[src/rtl/mul_addtree_pkg.sv]
// mul_addtree_pkg: shared constants and sizing helpers for the adder-tree multiplier.
package mul_addtree_pkg;
    localparam int MUL_ADDTREE_DEFAULT_WIDTH = 4;

    function automatic int tree_levels(input int width);
        return $clog2(width);
    endfunction

    function automatic int prod_w(input int width);
        return 2 * width;
    endfunction
endpackage

[src/rtl/mul_addtree_level.sv]
// mul_addtree_level: one registered adder-tree level; pairwise sums of N W-bit operands into N/2 results.
module mul_addtree_level #(
    parameter int N = 4,
    parameter int W = 8
) (
    input  logic               clk,
    input  logic               rst_n,
    input  logic               in_valid,
    input  logic [N*W-1:0]     operands,
    output logic               out_valid,
    output logic [N/2*W-1:0]   sums
);
    logic [N/2*W-1:0] pair_sum;

    for (genvar k = 0; k < N / 2; k++) begin : g_pair
        assign pair_sum[k*W +: W] = operands[2*k*W +: W] + operands[(2*k+1)*W +: W];
    end

    always_ff @(posedge clk or negedge rst_n) begin
        if (!rst_n) begin
            out_valid <= 1'b0;
            sums      <= '0;
        end else begin
            out_valid <= in_valid;
            if (in_valid) sums <= pair_sum;
        end
    end
endmodule

[src/rtl/mul_addtree.sv]
// mul_addtree: pipelined unsigned WIDTH x WIDTH shift-and-add multiplier, one register bank per tree level.
// Define MUL_ADDTREE_INREG_EN to register the operands ahead of partial-product generation (+1 cycle).
module mul_addtree
    import mul_addtree_pkg::*;
#(
    parameter int WIDTH = MUL_ADDTREE_DEFAULT_WIDTH
) (
    input  logic                     clk,
    input  logic                     rst_n,
    input  logic                     in_valid,
    input  logic [WIDTH-1:0]         mul_a,
    input  logic [WIDTH-1:0]         mul_b,
    output logic                     out_valid,
    output logic [prod_w(WIDTH)-1:0] product
);
    localparam int LEVELS = tree_levels(WIDTH);
    localparam int PW     = prod_w(WIDTH);

    logic [WIDTH-1:0] op_a, op_b;
    logic             op_valid;

`ifdef MUL_ADDTREE_INREG_EN
    always_ff @(posedge clk or negedge rst_n) begin
        if (!rst_n) begin
            op_valid <= 1'b0;
            op_a     <= '0;
            op_b     <= '0;
        end else begin
            op_valid <= in_valid;
            if (in_valid) begin
                op_a <= mul_a;
                op_b <= mul_b;
            end
        end
    end
`else
    assign op_valid = in_valid;
    assign op_a     = mul_a;
    assign op_b     = mul_b;
`endif

    logic [WIDTH*PW-1:0] pp;

    for (genvar i = 0; i < WIDTH; i++) begin : g_pp
        assign pp[i*PW +: PW] = op_b[i] ? ({{(PW-WIDTH){1'b0}}, op_a} << i) : '0;
    end

    // Each level halves the operand count; level l consumes the sums of level l-1.
    for (genvar l = 0; l < LEVELS; l++) begin : g_lvl
        localparam int N = WIDTH >> l;
        logic [N/2*PW-1:0] sums;
        logic              valid;
        if (l == 0) begin : g_first
            mul_addtree_level #(.N(N), .W(PW)) u_level (
                .clk      (clk),
                .rst_n    (rst_n),
                .in_valid (op_valid),
                .operands (pp),
                .out_valid(valid),
                .sums     (sums)
            );
        end else begin : g_next
            mul_addtree_level #(.N(N), .W(PW)) u_level (
                .clk      (clk),
                .rst_n    (rst_n),
                .in_valid (g_lvl[l-1].valid),
                .operands (g_lvl[l-1].sums),
                .out_valid(valid),
                .sums     (sums)
            );
        end
    end

    assign out_valid = g_lvl[LEVELS-1].valid;
    assign product   = g_lvl[LEVELS-1].sums;
endmodule

[config.mk]
export PLATFORM = sky130hd
export DESIGN_NAME = mul_addtree
export DESIGN_NICKNAME = d
export VERILOG_FILES = /design/src/rtl/mul_addtree_pkg.sv /design/src/rtl/mul_addtree_level.sv /design/src/rtl/mul_addtree.sv
export SDC_FILE = /design/constraint.sdc
export NUM_CORES = 1
export LEC_CHECK = 0
export CAP_MARGIN = 20
export CORE_MARGIN = 2
export CORE_UTILIZATION = 48
export DETAILED_ROUTE_END_ITERATION = 8
export PLACE_DENSITY = 0.75
export SETUP_SLACK_MARGIN = 0.05
export SLEW_MARGIN = 20
export SYNTH_ARGS = -nofsm -noshare
export SYNTH_HDL_FRONTEND = slang
export SYNTH_SLANG_ARGS = --single-unit
[constraint.sdc]
create_clock -name clk -period 1.3 [get_ports clk]
set_input_delay 0.195 -clock clk [delete_from_list [all_inputs] [get_ports clk]]
set_output_delay 0.195 -clock clk [all_outputs]
set_load 0.05 [all_outputs]
==> impl_results.md, run 1 <==
- Syn Nets: 153
- Reg-to-reg slack, setup: -0.16 ns
- Switching part of the total: 34.91%
- Critical Path Max Stage Delay: 0.46 ns
- Area Growth Syn to Fin: 46.58%
- Int Pwr: about 1.5 mW
- Final worst path period need: about 1.5 ns
- GP Congestion: 0.7687
- CP max-delay cell: or4b_1
- Vias in the first global route: 1153
- Clock Latency Late Sink: 0.30 ns
- Core Box Area: 2710 µm²
- Relative slew slack: 75.63%
- I/O pin count: 20
- Status: finished, violations left
- Die Span Y: about 57 µm
- Largest net degree at the start of global routing: 23
- Initial antenna violation count: 0
- Worst r2r path cells: 5
- Final net count: between 150 and 200
- Crit Reg-Reg Endpoint: g_lvl[1].g_next.u_level.sums[6]
- Wirelength per Cell: around 15 µm
- Most frequent cells in the layout: 22 x dfrtp_1, 20 x buf_4, 16 x inv_1
- Hold Buf Count CTS: 0
- Clock Skew: about 0.0044 ns
- Initial Utilization: approximately half
- Max VDD drop: roughly 0.0009 V
- H-tree Lvls: 1
- Pwr dens: 1194 nW/µm²
- Setup Slack @ Placement: -0.6805 ns
- Syn avg cell area: ~10 µm²
- F_max: between 600 and 700 MHz
- Critical Path Start Type: flip-flop
- CTS root buf: clkbuf_4
- Critical path cell sequence: ha_4, fa_2, a21oi_2, or4b_1, nand3_1
- TritonRoute pass-1 iters: 4
- Endpoint class of the critical path: flip-flop
- IO buf count: 19
- Cts bufs inserted: 3
- Mapped Cells: 129
- RSZ-0062 raised after global routing: yes
- Vias: 1092
- Initial DRC Count: 13
- DRC violation count after routing: 0
- P_leak: 0.9304 nW
- Worst r2r src: g_lvl[0].g_first.u_level.sums[2]
- Logic gate share of total power: 45.3%
- EDFF count, synth: 0
- Psw: 0.8158 mW
- Final hold violations: 0
- Top FF cell, synth: dfrtp_1
- Power, Total: 2.337 mW
- GRT Overall Usage: 20.25%
- Post-DRT Antenna Nets: 0
- First-pass GRT wire length: 5106 µm
- Max Buffers Root-to-Sink: 2
- Worst Slack Setup Final: -0.1562 ns
- Ys Warns: 0
- Synth cell types: 30
- Critical path origin: g_lvl[0].g_first.u_level.sums[2]
- WL final: 2970 µm
- Final-report setup violation count: 5
- Crit path kind: flip-flop to flip-flop
- Worst-path fanout max: 2
- Fillcell total: 200
- Antenna cells: 0
- Async set or reset register ratio after synthesis: 100.0%
- FP Rows: 19
- Clock sinks: 22
- Grt ovf: 0
- CTS tree: yes
- Tightest Pin Transition: 0.3617 ns
- #FFs+latches synth: 22
- Post-synthesis sequential area ratio: 41.24%
- Clock share of power: roughly 16%
- Reg clk slew, reported paths: roughly 0.12 ns
- Die area: 3219 µm²
- Crit-path leading delay family: simple AND/OR/NAND/NOR gates
- Vias per cell: 5.433
- Cell Area, Synth: 1335 µm²
- Final worst path period share: 112.0%
- CP required: 1.54 ns
- Post-DP HPWL: 2249 µm
- CP Buf/Inv Count: 0
- Reg power frac: a little under 40%
- Max cap viols: 0
- Layout cell share with drive strength beyond 1: 41.76%
- Final Max Tran Viols: 0
- Worst path arrival time: ~1.7 ns
- Commonest non-fill, non-tap cell in the layout: dfrtp_1
- Die Wd: approximately 57 µm
- Worst Hold Class: input port to asynchronous set/reset pin
- Failing checks: negative setup slack
==> cells in the mapped netlist (all sizes together) (4+ instances only) <==
cell type	n	area (µm²)
nand3	6	30.03
a21oi	4	20.02
nor2b	6	37.54
and2	8	50.05
o2111ai	4	35.03
ha	10	125.1
buf	4	28.78
inv	18	67.56
nand2	6	22.52
dfrtp	22	550.5
mux2	8	90.08
o21ai	8	40.04
==> worst max path at each step <==
stage,end,slack (ns),depth (start not counted)
4_1_cts,g_lvl[1].g_next.u_level.sums[6],-0.16,5
3_3_place_gp,g_lvl[0].g_first.u_level.sums[13],-0.58,7
3_5_place_dp,g_lvl[0].g_first.u_level.sums[13],-0.68,7
5_1_grt,g_lvl[1].g_next.u_level.sums[6],-0.22,5
2_1_floorplan,g_lvl[1].g_next.u_level.sums[6],-0.09,5
6_report,g_lvl[1].g_next.u_level.sums[6],-0.16,5
==> power groups by stage <==
stage | Clock, mW | Combinational [mW] | Sequential [mW]
2_1_floorplan | 0 | 0.279 | 1.08
3_3_place_gp | 0 | 0.925 | 0.906
3_5_place_dp | 0 | 0.956 | 0.914
4_1_cts | 0.382 | 1.02 | 0.900
5_1_grt | 0.414 | 1.13 | 0.922
6_report | 0.374 | 1.06 | 0.903
==> through the flow <==
stage / instance area (µm²) / TNS (ns) / std cells / hold slack (ns) / utilization, %
2_1_floorplan: 1349 / -0.2236 / 129 / -0.1006 / -
3_3_place_gp: 1787 / -4.700 / 193 / 0.4855 / 65.93
3_5_place_dp: 1787 / -5.601 / 193 / 0.4975 / 65.93
4_1_cts: 1894 / -0.6367 / 199 / 0.2276 / 69.90
5_1_grt: 1957 / -0.9045 / 201 / 0.2267 / 72.21
6_report: 1957 / -0.5652 / 201 / 0.2170 / 72.21
==> final cells by class <==
type / instances / area, µm² / share of cell area (%)
Inverter: 18 / 67.56 / 3.453
Sequential cell: 22 / 550.5 / 28.13
Timing Repair Buffer: 41 / 429.2 / 21.93
Clock buffer: 4 / 36.28 / 1.854
Tap cell: 31 / 38.79 / 1.982
Multi-Input combinational cell: 85 / 834.6 / 42.65
==> registers in the layout (all words and copies together), names as in the netlist <==
register                         cells
g_lvl.g_next.u_level.sums            8
g_lvl.g_next.u_level.out_valid       1
g_lvl.g_first.u_level.sums          12
g_lvl.g_first.u_level.out_valid      1
==> layer usage <==
| metal | global-route usage [%] | vias to the layer above | part of all wire [%] |
|---|---|---|---|
| met1 | 22.76 | 525 | 41 |
| met5 | 0 | - | 0 |
| met2 | 37.87 | 26 | 54 |
| met4 | 8.306 | 0 | 1.9 |
| li1 | - | 535 | - |
| met3 | 2.765 | 6 | 2.7 |
==> cells by family (layout without fill, tap and decap cells) <==
logic type | Yosys count | after routing | share of synthesized area [%]
simple gates | 35 | 35 | 16.12
compound gates | 24 | 24 | 11.34
flops | 22 | 22 | 41.24
buf+inv | 22 | 63 | 7.216
fa+ha+maj | 13 | 13 | 13.87
mux | 10 | 10 | 8.247
xor+xnor | 3 | 3 | 1.968
==> repair_timing <==
action                                  in CTS  in global routing
endpoints found under the setup margin      13                 11
buffers inserted                             2                  2
pin swaps                                   14                  9
gates resized for setup                     37                 17
Power figures use the tool's default switching activity.
==> run 2, diff against run 1 <==
Settings changed: HOLD_SLACK_MARGIN set to 0.08.
==> results of run 2 <==
Final layout, timing and power as in run 1 (identical DEF).
